File: src/rtl/sfm_pkg.sv
// Shared types for the softmax integer input path: FP formats, cast control
// and the unpacker state encoding.
package sfm_pkg;

    typedef enum logic [2:0] {
        FP32    = 3'd0,
        FP64    = 3'd1,
        FP16    = 3'd2,
        FP8     = 3'd3,
        FP16ALT = 3'd4
    } fp_format_e;

    typedef struct packed {
        logic enable;
    } cast_ctrl_t;

    typedef enum logic {
        UNPACK_IDLE,
        UNPACK_SPLIT
    } unpack_state_e;

    function automatic int unsigned fp_width(fp_format_e fmt);
        case (fmt)
            FP32:    return 32;
            FP64:    return 64;
            FP16:    return 16;
            FP8:     return 8;
            FP16ALT: return 16;
            default: return 32;
        endcase
    endfunction

    // Number of sub-beats one packed integer beat expands into.
    function automatic int unsigned unpack_ratio(fp_format_e fmt, int unsigned int_width);
        int unsigned w;
        w = fp_width(fmt);
        return (int_width >= w) ? 1 : w / int_width;
    endfunction

endpackage

File: src/rtl/hwpe_stream_intf_stream.sv
// Valid/ready stream bundle with byte strobes.
interface hwpe_stream_intf_stream #(
    parameter int unsigned DATA_WIDTH = 32
);
    logic                    valid;
    logic                    ready;
    logic [DATA_WIDTH-1:0]   data;
    logic [DATA_WIDTH/8-1:0] strb;

    modport source (output valid, data, strb, input ready);
    modport sink   (input valid, data, strb, output ready);
endinterface

File: src/rtl/sfm_int_unpacker.sv
// Splits one packed-integer beat into RATIO narrower sub-beats for the int->FP
// cast, dropping trailing chunks with no strobes set.
module sfm_int_unpacker
    import sfm_pkg::*;
#(
    parameter int unsigned DATA_W      = 160,
    parameter int unsigned DATA_WIDTH  = DATA_W,
    parameter fp_format_e  FPFORMAT_IN = FP16ALT,
    parameter fp_format_e  FPFORMAT    = FPFORMAT_IN,
    parameter int unsigned INT_W       = 8,
    parameter int unsigned INT_WIDTH   = INT_W
) (
    input  logic                          clk_i,
    input  logic                          rst_i,
    input  logic                          clear_i,
    input  cast_ctrl_t                    ctrl_i,
    hwpe_stream_intf_stream.sink          stream_i,
    hwpe_stream_intf_stream.source        stream_o
);

    localparam int unsigned ACTUAL_DW = DATA_WIDTH - 32;
    localparam int unsigned STRB_W    = ACTUAL_DW / 8;
    localparam int unsigned RATIO     = unpack_ratio(FPFORMAT, INT_WIDTH);
    localparam int unsigned CHUNK_W   = ACTUAL_DW / RATIO;
    localparam int unsigned CHUNK_B   = CHUNK_W / 8;
    localparam int unsigned CNT_W     = (RATIO > 1) ? $clog2(RATIO) : 1;

    unpack_state_e          state, next_state;
    logic [CNT_W-1:0]       cnt, cnt_n;
    logic [ACTUAL_DW-1:0]   buf_data;
    logic [STRB_W-1:0]      buf_strb;
    logic [RATIO-1:0]       tail_any;
    logic [CHUNK_W-1:0]     chunk_data;
    logic [CHUNK_B-1:0]     chunk_strb;
    logic                   last;
    logic                   load;
    logic                   flush;
    logic                   bypass;

    assign flush  = rst_i | clear_i;
    assign bypass = (RATIO == 1) || (state == UNPACK_IDLE && !ctrl_i.enable);

    assign chunk_data = buf_data[cnt*CHUNK_W +: CHUNK_W];
    assign chunk_strb = buf_strb[cnt*CHUNK_B +: CHUNK_B];

    // tail_any[i]: some chunk above i still carries strobes
    always_comb begin
        tail_any = '0;
        for (int i = int'(RATIO) - 2; i >= 0; i--)
            tail_any[i] = tail_any[i+1] | (|buf_strb[(i+1)*CHUNK_B +: CHUNK_B]);
    end

    assign last = (cnt == CNT_W'(RATIO - 1)) || !tail_any[cnt];

    always_comb begin
        stream_o.valid = 1'b0;
        stream_o.data  = '0;
        stream_o.strb  = '0;
        stream_i.ready = 1'b0;
        next_state     = state;
        cnt_n          = cnt;
        load           = 1'b0;
        if (flush) begin
            // outputs held quiet; the register block performs the reset
        end else if (bypass) begin
            stream_o.valid = stream_i.valid;
            stream_o.data  = stream_i.data;
            stream_o.strb  = stream_i.strb;
            stream_i.ready = stream_o.ready;
        end else if (state == UNPACK_IDLE) begin
            stream_i.ready = 1'b1;
            if (stream_i.valid) begin
                load       = 1'b1;
                next_state = UNPACK_SPLIT;
                cnt_n      = '0;
            end
        end else begin
            stream_o.valid                = 1'b1;
            stream_o.data[CHUNK_W-1:0]    = chunk_data;
            stream_o.strb[CHUNK_B-1:0]    = chunk_strb;
            stream_i.ready                = last & stream_o.ready & ctrl_i.enable;
            if (stream_o.ready) begin
                if (!last) begin
                    cnt_n = cnt + CNT_W'(1);
                end else begin
                    cnt_n      = '0;
                    next_state = UNPACK_IDLE;
                end
                // back-to-back reload keeps the output bubble-free
                if (stream_i.valid && stream_i.ready) begin
                    load       = 1'b1;
                    next_state = UNPACK_SPLIT;
                    cnt_n      = '0;
                end
            end
        end
    end

    always_ff @(posedge clk_i) begin
        if (flush) begin
            state    <= UNPACK_IDLE;
            cnt      <= '0;
            buf_data <= '0;
            buf_strb <= '0;
        end else begin
            state <= next_state;
            cnt   <= cnt_n;
            if (load) begin
                buf_data <= stream_i.data[ACTUAL_DW-1:0];
                buf_strb <= stream_i.strb[STRB_W-1:0];
            end
        end
    end

endmodule

File: src/flat_wrapper.sv
// flat-port wrapper written by rule: the top's interface ports become plain ports
module sfm_int_unpacker_flat import sfm_pkg::*;
#(
    parameter int unsigned DATA_W      = 160,
    parameter int unsigned DATA_WIDTH  = DATA_W,
    parameter fp_format_e  FPFORMAT_IN = FP16ALT,
    parameter fp_format_e  FPFORMAT    = FPFORMAT_IN,
    parameter int unsigned INT_W       = 8,
    parameter int unsigned INT_WIDTH   = INT_W
)
  (clk_i, rst_i, clear_i, ctrl_i, stream_i_valid, stream_i_data, stream_i_strb, stream_i_ready, stream_o_valid, stream_o_data, stream_o_strb, stream_o_ready);
  hwpe_stream_intf_stream #(.DATA_WIDTH(DATA_WIDTH)) stream_i_i ();
  hwpe_stream_intf_stream #(.DATA_WIDTH(DATA_WIDTH)) stream_o_i ();
  input  logic clk_i;
  input  logic rst_i;
  input  logic clear_i;
  input  cast_ctrl_t ctrl_i;
  input wire logic [$bits(stream_i_i.valid)-1:0] stream_i_valid;
  input wire logic [$bits(stream_i_i.data)-1:0] stream_i_data;
  input wire logic [$bits(stream_i_i.strb)-1:0] stream_i_strb;
  output wire logic [$bits(stream_i_i.ready)-1:0] stream_i_ready;
  output wire logic [$bits(stream_o_i.valid)-1:0] stream_o_valid;
  output wire logic [$bits(stream_o_i.data)-1:0] stream_o_data;
  output wire logic [$bits(stream_o_i.strb)-1:0] stream_o_strb;
  input wire logic [$bits(stream_o_i.ready)-1:0] stream_o_ready;
  assign stream_i_i.valid = stream_i_valid;
  assign stream_i_i.data = stream_i_data;
  assign stream_i_i.strb = stream_i_strb;
  assign stream_i_ready = stream_i_i.ready;
  assign stream_o_valid = stream_o_i.valid;
  assign stream_o_data = stream_o_i.data;
  assign stream_o_strb = stream_o_i.strb;
  assign stream_o_i.ready = stream_o_ready;
  sfm_int_unpacker #(.DATA_W(DATA_W), .DATA_WIDTH(DATA_WIDTH), .FPFORMAT_IN(FPFORMAT_IN), .FPFORMAT(FPFORMAT), .INT_W(INT_W), .INT_WIDTH(INT_WIDTH)) u_core (.clk_i(clk_i), .rst_i(rst_i), .clear_i(clear_i), .ctrl_i(ctrl_i), .stream_i(stream_i_i), .stream_o(stream_o_i));
endmodule
File: config.mk
export PLATFORM = sky130hd
export DESIGN_NAME = sfm_int_unpacker_flat
export DESIGN_NICKNAME = d
export VERILOG_FILES = /design/src/rtl/sfm_pkg.sv /design/src/rtl/hwpe_stream_intf_stream.sv /design/src/rtl/sfm_int_unpacker.sv /design/src/flat_wrapper.sv
export SDC_FILE = /design/constraint.sdc
export NUM_CORES = 1
export LEC_CHECK = 0
export ABC_AREA = 1
export CAP_MARGIN = 20
export CORE_MARGIN = 2
export CORE_UTILIZATION = 43
export CTS_CLUSTER_DIAMETER = 50
export DETAILED_ROUTE_END_ITERATION = 16
export GPL_TIMING_DRIVEN = 0
export PLACE_DENSITY = 0.81
export SLEW_MARGIN = 30
export SYNTH_ARGS = -nofsm -noshare
export SYNTH_HDL_FRONTEND = slang
export SYNTH_SLANG_ARGS = --single-unit
export TNS_END_PERCENT = 5
File: constraint.sdc
create_clock -name clk_i -period 2.1 [get_ports clk_i]
set_input_delay 0.42 -clock clk_i [delete_from_list [all_inputs] [get_ports clk_i]]
set_output_delay 0.42 -clock clk_i [all_outputs]
set_load 0.03 [all_outputs]
==> flow_metrics.env <==
export IMPL_intPower_mw=5.35
export IMPL_cp_slowest_stage_delay_ps=360
export IMPL_worstPathMaxFanout=10
export IMPL_cts_hold_buf=0
export IMPL_switchingPower_mw=2.34
export IMPL_busiest_layer="met2"
export IMPL_violations="negative setup slack"
export IMPL_critPathKind="reg -> out"
export IMPL_fp_row_count=51
export IMPL_drt_drc_violations_left=0
export IMPL_worst_pin_slew_ps=725
export IMPL_use_met2_pct=58.4
export IMPL_io_pins=368
export IMPL_yosys_area_top_type_share_pct=33.8
export IMPL_firstDrtPassIters=8
export IMPL_hold_path_class="reg -> reg"
export IMPL_crit_path_top_delay_cell="dfxtp_4"
export IMPL_place_congestion=0.894
export IMPL_place_inst=2113
export IMPL_cpLargestDelayFamily="buffers and inverters"
export IMPL_num_fill_cells=1639
export IMPL_yosysTopAreaCell="dfxtp_1"
export IMPL_holdPathStages=2
export IMPL_seqPwrFrac_pct=37.4
export IMPL_routed_via_density=5.32
export IMPL_reg2regPathDepth=9
export IMPL_root_buffer="clkbuf_16"
export IMPL_synth_area_leaders="dfxtp_1 34%, nand2_1 16%, a21oi_1 11%, nor2_1 10%, inv_1 9.0%"
export IMPL_initial_core_util_pct=44.1
export IMPL_cp_end_kind="output port"
export IMPL_critPathLaunch="u_core.cnt"
export IMPL_status="finished with violations"
export IMPL_grt_util_met3_pct=6.55
export IMPL_grt_pass1_vias=11100
export IMPL_drt_initial_drc_count=1051
export IMPL_reg2reg_to="u_core.buf_data[77]"
export IMPL_layout_commonest_cell="nand2_1"
export IMPL_syn_mean_instance_area_sq_um=5.83
export IMPL_grt_overflow_total=0
export IMPL_syn_area_sq_um=8640
export IMPL_worst_slack_ps=-173
export IMPL_grt_antenna_before_repair=1
export IMPL_drive_gt1_share_pct=22.4
export IMPL_crit_path_cell_trace="buf_8 -> clkbuf_16 -> buf_12 -> a21oi_1 -> o21ai_1 -> a21oi_1 -> buf_4"
export IMPL_syn_inst=1481
export IMPL_clockPowerShare_pct=38.4
export IMPL_vias=11500
export IMPL_path_depth=7
export IMPL_min_delay_start="u_core.buf_data[23]"
export IMPL_synth_cell_types=17
export IMPL_clk_pin_slew_worst_paths_ps=60
export IMPL_wirelength_mm=39.2
export IMPL_slew_viol_final=0
export IMPL_ys_warn_count=0
export IMPL_htree_levels=4
export IMPL_grt_pass1_wl_mm=59.3
export IMPL_cts_buffers=17
export IMPL_critical_path_startpoint_type="register"
export IMPL_finClkSkew_ps=12.3
export IMPL_period_share_pct=108
export IMPL_nNetsFinal=2071
export IMPL_cts_tree="built"
export IMPL_dp_slack_ps=-1840
export IMPL_p_per_area_nw_per_um2=545
export IMPL_final_cell_mix="372 x nand2_1, 227 x nor2_1, 205 x inv_1"
export IMPL_syn_nets=1667
export IMPL_grt_setup_unrepaired="yes"
export IMPL_slew_headroom_pct=51.6
export IMPL_io_buffers=367
export IMPL_hold_viol_final=0
export IMPL_dp_final_hpwl_mm=26.9
export IMPL_grt_use_met1_pct=44.4
export IMPL_die_w_um=146
export IMPL_reg2reg_from="u_core.state"
export IMPL_grt_max_degree=17
export IMPL_clk_latency_ps=440
export IMPL_hold_end="u_core.buf_data[23]"
export IMPL_reg2reg_slack_ps=-30
export IMPL_setup_viol=185
export IMPL_dieArea_sq_um=21200
export IMPL_p_comb_share_pct=24.2
export IMPL_fmax_mhz=440
export IMPL_ys_ff_latch=146
export IMPL_switching_share_pct=30.4
export IMPL_vdd_ir_drop_max_mv=0.633
export IMPL_final_min_clock_period_ps=2270
export IMPL_cellLeakagePower_nw=6.32
export IMPL_crit_buf_inv=4
export IMPL_routedWlPerCell_um=18.1
export IMPL_yosysSeqAreaShare_pct=33.8
export IMPL_maxCapViolCount=0
export IMPL_clock_sinks=146
export IMPL_arrival_ps=1850
export IMPL_grt_usage_pct=35.0
export IMPL_die_h_um=146
export IMPL_area_growth_pct=63.4
export IMPL_cpMostUsedCell="a21oi_1"
export IMPL_required_ps=1680
export IMPL_cts_max_path_buffers=2
export IMPL_layout_cells_non_filler=2165
export IMPL_ant_nets=0
export IMPL_coreArea_sq_um=19600
power by group through the flow:
| stage | Combinational (mW) | Clock, mW | Sequential, mW |
|---|---|---|---|
| detailed placement | 1.65 | 0 | 2.94 |
| finish | 1.86 | 2.95 | 2.88 |
| floorplan | 0.832 | 0 | 2.93 |
| global placement | 1.63 | 0 | 2.93 |
| global route | 1.98 | 3.05 | 2.89 |
| CTS | 1.74 | 2.92 | 2.88 |
repair_timing:
| action | in CTS | in global routing |
|---|---|---|
| setup endpoints to repair | 193 | 231 |
| buffers inserted | 8 | 1 |
| hold endpoints to repair | 0 | 0 |
| cloned | 8 | 1 |
| pin swaps | 44 | 44 |
| gates resized for setup | 1327 | 209 |
metrics by stage:
stage / hold WS, ps / total power, mW / instance area, sq um / setup TNS [ps] / util, %
global placement: 445 / 4.56 / 12700 / -353890 / 64.6
detailed placement: 449 / 4.59 / 12700 / -328960 / 64.6
global route: 475 / 7.92 / 14100 / -27370 / 72.0
CTS: 459 / 7.54 / 13600 / -10940 / 69.3
finish: 460 / 7.69 / 14100 / -14740 / 72.1
floorplan: 437 / 3.76 / 8650 / -4750 / -
state kept, by name (all words and copies together), names as in the netlist:
signal           count
u_core.buf_data    128
u_core.buf_strb     16
u_core.cnt           1
u_core.state         1
Yosys cell counts, drive strengths merged:
| cell type | n |
|---|---|
| a21oi | 183 |
| or2 | 1 |
| nor3 | 31 |
| dfxtp | 146 |
| clkinv | 1 |
| nand2 | 373 |
| nand4 | 68 |
| inv | 207 |
| nand3 | 1 |
| buf | 37 |
| a211oi | 1 |
| clkbuf | 87 |
| o21ai | 74 |
| o21bai | 35 |
| nor2 | 236 |
worst max-delay path by stage:
stage | end | slack, ps
floorplan | stream_i_ready | -70
global placement | stream_o_strb[15] | -2120
detailed placement | stream_o_strb[17] | -1840
CTS | stream_o_data[31] | -140
global route | stream_i_ready | -210
finish | stream_o_data[25] | -170
worst reg2reg max path, cell delays in order, from the launching register on:
cell      delay (ps)
dfxtp_4          380
inv_2             70
nor2_1           180
o21ai_4          100
buf_4            180
nand3_1           80
buf_2            230
clkbuf_1         580
nor2_1           130
nor2_1           130
per-layer routing:
layer,vias up,wire [um],part of all wire (%)
li1,5441,-,-
met1,5342,15800,40
met2,633,18600,47
met3,107,3390,8.6
met4,0,1440,3.7
met5,-,0,0
logic make-up after synthesis:
| kind of cell | share of synthesized area (%) |
|---|---|
| compound gates | 18.1 |
| buf+inv | 14.8 |
| flops | 33.8 |
| simple gates | 33.3 |
area by class of cell:
| type | instances | area, sq um | area share, % |
|---|---|---|---|
| inverter | 208 | 781 | 5.53 |
| multi-input combinational | 1003 | 4980 | 35.3 |
| buffer | 124 | 1070 | 7.60 |
| tap | 265 | 332 | 2.35 |
| sequential | 146 | 2930 | 20.8 |
| timing repair buffer | 385 | 3460 | 24.5 |
| clock inverter | 8 | 78.8 | 0.558 |
| antenna | 2 | 5.00 | 0.0355 |
| clock buffer | 24 | 482 | 3.41 |
(Power assumes the default switching activity.)
